$ cat src/rtl/cpu_clock_ctrl.sv
// Clock-enable generator: CPU step enable from button/fast/slow sources with
// breakpoint halt/resume, plus a display-scan digit index on one system clock.
module cpu_clock_ctrl #(
    parameter int DIV_WIDTH     = 18,
    parameter int FAST_SHIFT    = 6,
    parameter int SLOW_SHIFT    = 15,
    parameter int SCAN_SHIFT    = 17,
    parameter int DEBOUNCE_BITS = 16,
    parameter int NUM_DIGITS    = 4,
    parameter int DIG_BITS      = 2
) (
    input  logic                  clk,
    input  logic                  rst_in,
    input  logic [1:0]            mode,
    input  logic                  step_btn_n,
    input  logic                  halt_req,
    input  logic                  resume,
    output logic                  cpu_en,
    output logic                  cpu_phase,
    output logic                  halted,
    output logic [DIG_BITS-1:0]   dig_idx,
    output logic [NUM_DIGITS-1:0] dig_onehot
);

    typedef enum logic {RUN, HALTED} state_e;

    // Masks select the low SHIFT bits; OR-ing the rest high lets a tick be a full-width AND.
    localparam logic [DIV_WIDTH-1:0] FAST_MASK = {DIV_WIDTH{1'b1}} >> (DIV_WIDTH - FAST_SHIFT);
    localparam logic [DIV_WIDTH-1:0] SLOW_MASK = {DIV_WIDTH{1'b1}} >> (DIV_WIDTH - SLOW_SHIFT);
    localparam logic [DIV_WIDTH-1:0] SCAN_MASK = {DIV_WIDTH{1'b1}} >> (DIV_WIDTH - SCAN_SHIFT);

    logic [DIV_WIDTH-1:0]     cnt_q;
    logic                     fast_tick, slow_tick, scan_tick;

    logic                     s1_q, s2_q, deb_q, deb_prev_q, armed_q, step_pulse_q;
    logic [1:0]               vld_q;
    logic [DEBOUNCE_BITS-1:0] dcnt_q;

    state_e                   state_q;
    logic                     halted_q, cpu_en_q, phase_q;
    logic                     src_d;

    logic [DIG_BITS-1:0]      idx_q, idx_d;
    logic [NUM_DIGITS-1:0]    onehot_q;

    assign fast_tick = &(cnt_q | ~FAST_MASK);
    assign slow_tick = &(cnt_q | ~SLOW_MASK);
    assign scan_tick = &(cnt_q | ~SCAN_MASK);

    always_ff @(posedge clk) begin
        if (!rst_in) begin
            cnt_q <= '0;
        end else begin
            cnt_q <= cnt_q + DIV_WIDTH'(1);
        end
    end

    // NOTE: the debounce count is cleared by reset, so a press in progress is discarded.
    always_ff @(posedge clk) begin
        if (!rst_in) begin
            s1_q         <= 1'b1;
            s2_q         <= 1'b1;
            vld_q        <= 2'b00;
            deb_q        <= 1'b1;
            deb_prev_q   <= 1'b1;
            dcnt_q       <= '0;
            armed_q      <= 1'b0;
            step_pulse_q <= 1'b0;
        end else begin
            s1_q       <= step_btn_n;
            s2_q       <= s1_q;
            vld_q      <= {vld_q[0], 1'b1};
            deb_prev_q <= deb_q;
            if (s2_q == deb_q) begin
                dcnt_q <= '0;
            end else if (&dcnt_q) begin
                deb_q  <= s2_q;
                dcnt_q <= '0;
            end else begin
                dcnt_q <= dcnt_q + DEBOUNCE_BITS'(1);
            end
            // Arm only once a genuinely sampled released button has been seen.
            if (vld_q[1] && s2_q && deb_q) armed_q <= 1'b1;
            step_pulse_q <= armed_q && deb_prev_q && !deb_q;
        end
    end

    always_comb begin
        src_d = step_pulse_q;
        if (state_q == RUN && mode[1]) begin
            src_d = (mode[0] ? slow_tick : fast_tick) && !halt_req && !cpu_en_q;
        end
    end

    always_ff @(posedge clk) begin
        if (!rst_in) begin
            state_q  <= RUN;
            halted_q <= 1'b0;
            cpu_en_q <= 1'b0;
            phase_q  <= 1'b0;
        end else begin
            case (state_q)
                RUN: if (halt_req) begin
                    state_q  <= HALTED;
                    halted_q <= 1'b1;
                end
                HALTED: if (resume && !halt_req) begin
                    state_q  <= RUN;
                    halted_q <= 1'b0;
                end
                default: begin
                    state_q  <= RUN;
                    halted_q <= 1'b0;
                end
            endcase
            cpu_en_q <= src_d;
            if (cpu_en_q) phase_q <= ~phase_q;
        end
    end

    always_comb begin
        idx_d = idx_q;
        if (scan_tick) begin
            idx_d = (idx_q == DIG_BITS'(NUM_DIGITS - 1)) ? '0 : idx_q + DIG_BITS'(1);
        end
    end

    always_ff @(posedge clk) begin
        if (!rst_in) begin
            idx_q    <= '0;
            onehot_q <= NUM_DIGITS'(1);
        end else begin
            idx_q    <= idx_d;
            onehot_q <= NUM_DIGITS'(1) << idx_d;
        end
    end

    assign cpu_en     = cpu_en_q;
    assign cpu_phase  = phase_q;
    assign halted     = halted_q;
    assign dig_idx    = idx_q;
    assign dig_onehot = onehot_q;

endmodule

$ cat config.mk
export PLATFORM = sky130hd
export DESIGN_NAME = cpu_clock_ctrl
export DESIGN_NICKNAME = d
export VERILOG_FILES = /design/src/rtl/cpu_clock_ctrl.sv
export SDC_FILE = /design/constraint.sdc
export NUM_CORES = 1
export LEC_CHECK = 0
export CORE_MARGIN = 2
export CORE_UTILIZATION = 40
export CTS_CLUSTER_SIZE = 12
export DETAILED_ROUTE_END_ITERATION = 7
export DONT_BUFFER_PORTS = 1
export PLACE_DENSITY = 0.57
export RECOVER_POWER = 25
export SLEW_MARGIN = 40
export SYNTH_ARGS = -nofsm -noshare
export SYNTH_HDL_FRONTEND = slang
export SYNTH_SLANG_ARGS = --single-unit
$ cat constraint.sdc
create_clock -name clk -period 2.2 [get_ports clk]
set_input_delay 0.44 -clock clk [delete_from_list [all_inputs] [get_ports clk]]
set_output_delay 0.44 -clock clk [all_outputs]
set_load 0.01 [all_outputs]
==> impl_summary.md <==
Status
The flow ran to the end, and the final reports show no timing, DRC or antenna violations.

Critical path
At the worst endpoint, the required time is 2.39 ns. The reg-to-reg endpoint is dig_onehot[3]. The critical path goes through nand4_1 -> nor3_2 -> and2_1 -> ha_1 -> mux2_2 -> and2_1 -> nor2b_1.

The maximum net fanout on the critical path is 6. Among all stages on the critical path, the largest delay is contributed by sky130_fd_sc_hd__dfxtp_1. The logic depth of the worst register-to-register path is 7. The worst setup path is of the reg -> reg kind. The endpoint kind of the worst setup timing path is a flop. In this run the critical register-to-register path is launched from cnt_q[8].

In this run the register-to-register setup slack is 0.23 ns. The category of cells accounting for the largest share of critical-path delay is simple AND/OR/NAND/NOR gates. The delay of the slowest cell on the worst path is 0.40 ns. In this design, the critical path's most frequently occurring cell is sky130_fd_sc_hd__and2_1. In this run the number of cells on the critical path is 7.

The worst setup path is launched from a flop. The buffer and inverter count on the worst path is 0. Data arrives at the worst endpoint at 2.16 ns.

CTS
The count of H-tree levels built during CTS is 2. The count of cells resized by post-cts repair is 0. After clock tree synthesis, the setup repair step added 0 buffers. Hold repair after CTS inserted 0 buffers.

The maximum root-to-sink buffer count is 2. The clock latency at the later pin of the worst-skew pair is 0.30 ns. Buffers inserted during clock tree synthesis total 5. After clock tree synthesis, the clock-pin slew on the worst setup and hold paths is 0.09 ns. The tree built by TritonCTS fans out to 51 sinks.

TritonCTS built the clock tree. CTS placed an instance of sky130_fd_sc_hd__clkbuf_8 at the clock tree root.

Cells and area
The finished cells cover 0.002200 mm^2. The area overhead of the layout relative to synthesis is 9.193%. Fill cells in the final layout number 478. The footprint of the flip-flops and latches is 0.001021 mm^2. The multi-input combinational cells in the finished layout cover a total of 930.9 um^2. The total inserted antenna cells is 0.

In the final design database the tool counted 234 nets. The post-route netlist has 8.482% of its cells at a drive strength greater than 1.

Synth
Of all cell types, the one taking the most synthesized area is sky130_fd_sc_hd__dfxtp_1. The post-synthesis async set-or-reset flop share is 0%. Sequential cells were found to cover 50.68% of the synthesized design area. After synthesis the netlist holds a flip-flop and latch count of 51. Summed over its instances, the top area cell type makes up 50.68% of the synthesized netlist area. The post-synthesis instance area is 0.002014 mm^2. When the netlist entered floorplanning its net count stood at 227. A synthesized cell averages 9.326 um^2. The most frequently used flop master after synthesis is sky130_fd_sc_hd__dfxtp_1. In the post-synthesis netlist, the biggest area contributors are sky130_fd_sc_hd__dfxtp_1 (51%), sky130_fd_sc_hd__xnor2_1 (10%), sky130_fd_sc_hd__nor2_1 (8.0%). The unique cell type count in the Yosys netlist is 30.

After technology mapping, the gate count stands at 216. The synthesized design contains 0 enable-type register cells. The number of warnings printed during yosys synthesis is 0.

Global routing
The initial antenna violation count was 0. The maximum number of pins on one net before global-route repair is 21. The via count of the first global-routing pass is 1,271. After global routing the overflow that remains totals 0. The first global-routing pass estimated 5.637 mm of wire. The global-route usage over all layers is 13.18%.

Die
The floorplan has 25 rows. Pin placement for this block handled 16 I/O pins. The floorplan step defined a die boundary enclosing 0.005620 mm^2.

The die is 74.97 um wide. Once the floorplan was initialized, standard cells occupied 42.09% of the core. Measured along the y axis, the die boundary spans 74.97 um. The floorplan step defined a core boundary enclosing 0.004786 mm^2.

Route
After detailed routing, the number of remaining DRC violations is 0. After detailed routing, the average wire length per cell comes to 11.15 um. The iteration count of the initial detailed-routing pass is 4. The routed layout has 1,381 vias.

The detailed router's first-iteration violation count is 58. Dividing the detail-routed via count by the number of cells gives 4.746. The post-detailed-route count of antenna-violating nets is 0. The aggregate routed wire length is 3.245 mm.

Power
VDD sags by at most 0.4171 mV. The cell leakage power is 0.7454 nW. Dividing total power by cell area gives a power density of 690.2 mW/mm^2.

STA
The worst pin sits at a relative slew slack of 38.35%. The number of hold violations in the final report is 0. The worst-case clock skew is 0.007332 ns. The transition time of the tightest slew-check pin is 0.9248 ns.

The maximum operating frequency is 506.8 MHz. In the finished design, the share of the clock period the worst path needs comes to 89.70%. Setup repair after global routing left no endpoint under its margin. The max-slew violation count is 0. Subtracting the final worst setup slack from the clock period gives 1.973 ns. The post-route setup TNS is 0 ns. The setup-violating endpoint count in the final report is 0.

Job
The tool flagged a number of max-cap violations equal to 0.

Worst hold path
The worst hold path begins at rst_in. The number of cells on the worst hold path is 0. The hold-critical path endpoint is vld_q[0].

The class of the tightest hold or removal check is in -> reg.

Place
The cell area reported after detailed placement is 0.002106 mm^2. The count of buffers added on input and output ports is 0. The final RePlAce weighted congestion is 0.7425. The HPWL after detailed placement is 2.299 mm.
## layout make-up
type	count	share of cell area (%)
multi-input combinational	149	42.32
inverter	12	2.048
clock buffer	5	3.129
timing repair buffer	4	1.195
sequential	51	46.42
tap	67	3.811
clock inverter	3	1.081
## how the worst max path moves through the flow
stage / start / endpoint / slack, ns
final: cnt_q[8] / dig_onehot[3] / 0.23
after global routing: cnt_q[8] / dig_onehot[3] / 0.06
after CTS: cnt_q[8] / dig_onehot[3] / 0.18
after detailed placement: cnt_q[8] / dig_onehot[3] / 0.20
after global placement: cnt_q[8] / dig_onehot[3] / 0.22
after floorplan: cnt_q[8] / dig_onehot[3] / 0.26
## sequential cells by signal, summed over array words and instances (netlist names)
register / count
cnt_q: 17
dcnt_q: 16
dig_onehot: 4
dig_idx: 2
vld_q: 2
armed_q: 1
cpu_en: 1
cpu_phase: 1
deb_prev_q: 1
deb_q: 1
halted: 1
s1_q: 1
s2_q: 1
state_q: 1
step_pulse_q: 1
## synthesized netlist by cell type, types with 2 or more instances
library cell,n
sky130_fd_sc_hd__ha_1,4
sky130_fd_sc_hd__clkbuf_1,3
sky130_fd_sc_hd__and2_1,5
sky130_fd_sc_hd__nor3_1,9
sky130_fd_sc_hd__o21ai_0,2
sky130_fd_sc_hd__nand3_1,10
sky130_fd_sc_hd__nand3_2,2
sky130_fd_sc_hd__and3_1,2
sky130_fd_sc_hd__nand2b_1,3
sky130_fd_sc_hd__inv_1,12
sky130_fd_sc_hd__mux2i_1,2
sky130_fd_sc_hd__nand4_1,5
sky130_fd_sc_hd__dfxtp_1,51
sky130_fd_sc_hd__nor4_1,6
sky130_fd_sc_hd__or3_1,3
sky130_fd_sc_hd__nor4_4,2
sky130_fd_sc_hd__a21oi_1,5
sky130_fd_sc_hd__nand2_1,10
sky130_fd_sc_hd__xor2_1,4
sky130_fd_sc_hd__xnor2_1,24
sky130_fd_sc_hd__nor2_1,43
## cells by family after synthesis
family          synth area share [%]
flops                          50.68
compound gates                 3.665
buf+inv                        3.354
mux                            1.553
simple gates                   26.09
xor+xnor                       12.17
fa+ha+maj                      2.485
## cell usage in the layout, fill, tap and decap left out, types with 2 or more instances in the layout
cell type                  Yosys  final
sky130_fd_sc_hd__a21oi_1       5      5
sky130_fd_sc_hd__and2_1        5      4
sky130_fd_sc_hd__and3_1        2      2
sky130_fd_sc_hd__buf_4         0      3
sky130_fd_sc_hd__clkbuf_8      0      5
sky130_fd_sc_hd__dfxtp_1      51     51
sky130_fd_sc_hd__ha_1          4      4
sky130_fd_sc_hd__inv_1        12     12
sky130_fd_sc_hd__mux2i_1       2      2
sky130_fd_sc_hd__nand2_1      10     10
sky130_fd_sc_hd__nand2b_1      3      3
sky130_fd_sc_hd__nand3_1      10     10
sky130_fd_sc_hd__nand3_2       2      2
sky130_fd_sc_hd__nand4_1       5      5
sky130_fd_sc_hd__nor2_1       43     43
sky130_fd_sc_hd__nor3_1        9      8
sky130_fd_sc_hd__nor4_1        6      6
sky130_fd_sc_hd__nor4_4        2      2
sky130_fd_sc_hd__o21ai_0       2      2
sky130_fd_sc_hd__or3_1         3      3
sky130_fd_sc_hd__xnor2_1      24     24
sky130_fd_sc_hd__xor2_1        4      4
## power by group
group	switching (mW)	internal [mW]	leakage, nW
clock network	0.313	0.230	0.0461
registers	0.00939	0.935	0.413
logic	0.0187	0.0119	0.286
total	0.341	1.18	0.745
## worst reg2reg max path, stage by stage, from the launching register on
cell and delay, ns:
sky130_fd_sc_hd__dfxtp_1 0.40, sky130_fd_sc_hd__nand4_1 0.21, sky130_fd_sc_hd__nor3_2 0.25, sky130_fd_sc_hd__and2_1 0.15, sky130_fd_sc_hd__ha_1 0.19, sky130_fd_sc_hd__mux2_2 0.36
sky130_fd_sc_hd__and2_1 0.18, sky130_fd_sc_hd__nor2b_1 0.13
## through the flow
step / total power, mW / hold WS, ns / util, % / setup slack [ns] / std cells
6_report: 1.518 / 0.1579 / 45.96 / 0.2267 / 291
2_1_floorplan: 0.9922 / 0.3863 / - / 0.2558 / 216
3_3_place_gp: 0.9981 / 0.3964 / 44.00 / 0.2245 / 283
5_1_grt: 1.588 / 0.1335 / 45.96 / 0.05545 / 291
4_1_cts: 1.548 / 0.1464 / 45.93 / 0.1791 / 291
3_5_place_dp: 0.9989 / 0.4020 / 44.00 / 0.1981 / 283
## layer usage
layer  GRT usage, %  vias to the layer above  share of wire, %
li1               -                      728                 -
met1          17.61                      632                51
met2          20.47                       16                45
met3          3.614                        5               3.3
met4          4.762                        0               1.1
met5              0                        -                 0
Power figures use the tool's default switching activity.
==> variant 1: new RTL, config.mk and constraints unchanged <==
Set the parameter `DEBOUNCE_BITS` to 18 (it was 16).
--- a/src/rtl/cpu_clock_ctrl.sv
+++ b/src/rtl/cpu_clock_ctrl.sv
@@ -6,5 +6,5 @@
     parameter int SLOW_SHIFT    = 15,
     parameter int SCAN_SHIFT    = 17,
-    parameter int DEBOUNCE_BITS = 16,
+    parameter int DEBOUNCE_BITS = 18,
     parameter int NUM_DIGITS    = 4,
     parameter int DIG_BITS      = 2
Behaviour: no difference found for any inputs over 10 cycles, from zero or initial values and one cycle with rst_in low; that may be too few to reach the edited logic, so the function may still have changed.
==> variant 1 against the unedited design <==
Sequential cell count rose by 2. Non-clock buffer count increased by 3. Final area grew 4.6%. Clock power increased by 6.8%. Global-route usage barely moved. Setup slack got worse by 5.3 ps. Total power increased by 5.2%. Critical endpoint unchanged. Worst hold slack lost 12 ps. Routed wire length rose by 8.3%. Synthesized area rose by 3.6%. Maximum frequency decreased by 0.27%. Synthesized cell count increased by 5.6%.
==> variant 1: results <==
[placement]
place_area_um2 = 2210
dp_cells = 300
dpl.hpwl_um = 2500
place_ws_ps = 195
gp_congestion = 0.815

[routing]
dr.pass1.iters = 6
drtIter0Drc = 81
vias_per_cell = 4.85
drt-wirelength-per-cell_um = 11.4

[hold_path]
hold_depth = 0
hold_class = in2reg

[power_and_ir_drop]
power_frac_comb_pct = 2.3
peakVddDrop_mv = 0.382
p_sw_share_pct = 23.3
cellLeakagePower_nw = 0.754

[timing]
fin_skew_ps = 9.81
fin_hold_ws_ps = 146
finalCriticalPeriod_ps = 1980

[critical_path]
rr_worst_depth = 8
crit_start = cnt_q[10]$_SDFF_PN0_
slowest_stage = dfxtp_1
crit_path_max_incr_delay_ps = 410
crit_family = simple AND/OR/NAND/NOR gates
path_max_fanout = 5
critical_path_arrival_ps = 2180

[grt]
gr-usage-met2_pct = 20.9
grt_usage_pct = 13.1
met1_usage_pct = 15.9
first_global_vias = 1410
grt_use_met3_pct = 4.74
grt_start_max_net_pins = 20

[clock_network]
clkTransAtPathRegs_ps = 110
cts_root_buffer = clkbuf_8
post_cts_buffers = 0

[synthesis]
synth_xor_area_share_pct = 11.3
ys_seq_area_share_pct = 50.8
yosysUniqueCellTypes = 31
netlist_instances = 228
synthAdderAreaFrac_pct = 2.40
synthMuxAreaShare_pct = 1.50
synth_nets = 239
synth_area_leaders = dfxtp_1 51%, nor2_1 7.7%, xnor2_1 6.7%
synth_compound_area_share_pct = 4.74
synth_common_cells = 53 x dfxtp_1, 43 x nor2_1, 16 x xnor2_1

[finish]
largest_register_ffs = 18
drive_above_1_share_pct = 6.72
instances_no_fill = 308
fillers = 526
largest-register = dcnt_q
fin_nets = 248

[outcome]
outcome = finished clean
[variant 1: layout make-up]
class                   count  area (um^2)  area share [%]
repair buffers              7         48.8            2.12
inverters                   8         30.0            1.31
well taps                  70         87.6            3.81
flip-flops and latches     53         1060            46.1
multi-input cells         162          975            42.4
clock buffers               5         68.8            2.99
clock inverters             3         28.8            1.25
[variant 1: per-layer routing]
metal / vias to the layer above / wire length, um / part of all wire (%)
met5: - / 0 / 0
met4: 0 / 100 / 2.8
met3: 8 / 197 / 5.6
met2: 24 / 1460 / 41
met1: 661 / 1760 / 50
li1: 800 / - / -
[variant 1: power by group through the flow]
stage | Combinational [W] | Clock [W] | Sequential, W
6_report | 0.0000369 | 0.000580 | 0.000981
4_1_cts | 0.0000391 | 0.000609 | 0.000981
3_3_place_gp | 0.0000386 | 0 | 0.00100
2_1_floorplan | 0.0000280 | 0 | 0.00100
3_5_place_dp | 0.0000386 | 0 | 0.00100
5_1_grt | 0.0000433 | 0.000642 | 0.000983
==> variant 2: new RTL, config.mk and constraints unchanged <==
Without the edit above. Remove the register `onehot_q`: a continuous assignment takes its place, so the output `dig_onehot` follows one clock earlier.
--- a/src/rtl/cpu_clock_ctrl.sv
+++ b/src/rtl/cpu_clock_ctrl.sv
@@ -129,10 +129,10 @@
         if (!rst_in) begin
             idx_q    <= '0;
-            onehot_q <= NUM_DIGITS'(1);
         end else begin
             idx_q    <= idx_d;
-            onehot_q <= NUM_DIGITS'(1) << idx_d;
         end
     end
+
+    assign onehot_q = NUM_DIGITS'(1) << idx_d;
 
     assign cpu_en     = cpu_en_q;
Formal check against the unedited RTL: no difference found for any inputs over 10 cycles, from zero or initial values and one cycle with rst_in low; that may be too few to reach the edited logic, so the function may still have changed.
==> variant 2 against the unedited design <==
The flow now finishes with violations (negative setup slack). Synthesized area down 3.2%. Combinational power up 40%. Clock skew down 1.5 ps. First-iteration DRC count down 43%. Routed wire length up 8.1%. Sequential cell count down 4. Total power down 2.5%. Setup slack worse by 390 ps. Global-route usage up 0.55 points. Sequential power down 7.5%. Sequential share of layout area down 6.3 points. Worst hold slack better by 9.6 ps. Clock power up 4.1%. Final area up 6.8%.
==> variant 2: results <==
[placement]
dp_cells = 295
place_ws_ps = 7.27
dpl.hpwl_um = 2400
gp_congestion = 0.757

[finish]
n_all_buffers = 18
fillers = 458
multi_input_area_um2 = 1050
buffer_area_share_pct = 5.91

[routing]
dr.pass1.iters = 5
wl_met1_um = 1760

[power_and_ir_drop]
cellLeakagePower_nw = 0.841

[synthesis]
synth_common_cells = 47 x dfxtp_1, 38 x nor2_1, 16 x nand3_1
synth_area_leaders = dfxtp_1 48%, nor2_1 7.3%, xnor2_1 6.7%
ys_seq_area_share_pct = 48.2
yosysUniqueCellTypes = 34

[clock_network]
cts_sinks = 47
cts_resized = 4
post_cts_buffers = 3

[grt]
gr-usage-met2_pct = 23.7
grt_use_met3_pct = 4.80
grt_start_max_net_pins = 20

[timing]
setup_slack_ps = -161
setup_viol = 2

[outcome]
outcome = finished with violations
violations = negative setup slack

[critical_path]
critical_path_arrival_ps = 1920
-- variant 2: cells by family after synthesis --
| kind of cell | count (synthesis) | synth area share [%] |
|---|---|---|
| AND/OR/NAND/NOR | 110 | 27.7 |
| flip-flops | 47 | 48.2 |
| XOR/XNOR | 26 | 12.1 |
| AO/OA/AOI/OAI | 16 | 5.97 |
| buffers and inverters | 10 | 1.92 |
| adder cells (fa/ha/maj) | 4 | 2.57 |
| multiplexers | 3 | 1.54 |
-- variant 2: worst paths after layout --
path	slack [ps]	from	endpoint	cells past startpoint
max	-160	cnt_q[0]$_SDFF_PN0_	dig_onehot[1]	8
min	170	rst_in	vld_q[0]$_DFF_P_	0
max reg2reg	460	cnt_q[0]$_SDFF_PN0_	dig_idx[0]$_SDFF_PN0_	9
min reg2reg	410	s1_q$_SDFF_PN1_	s2_q$_SDFF_PN1_	1
-- variant 2: worst max-delay path, cell delays in order (launching register included) --
cell and delay, ps:
dfxtp_2 370, ha_4 140, and4_4 200, nand4_1 130
nor2_2 160, ha_4 190, nand2b_4 70, o31ai_2 200
buf_4 170
-- variant 2: where the power goes --
group	leakage [nW]	internal, W	switching [W]	total [W]
combinational	0.407	0.0000218	0.0000208	0.0000427
sequential	0.382	0.000863	0.0000101	0.000874
clock	0.0515	0.000287	0.000278	0.000565
total	0.841	0.00117	0.000309	0.00148
-- variant 2: per-stage QoR --
| step | area [um^2] | TNS [ps] |
|---|---|---|
| 6_report | 2350 | -228 |
| 4_1_cts | 2260 | -512 |
| 3_3_place_gp | 2130 | 0 |
| 3_5_place_dp | 2130 | 0 |
| 5_1_grt | 2350 | -434 |
| 2_1_floorplan | 1950 | 0 |
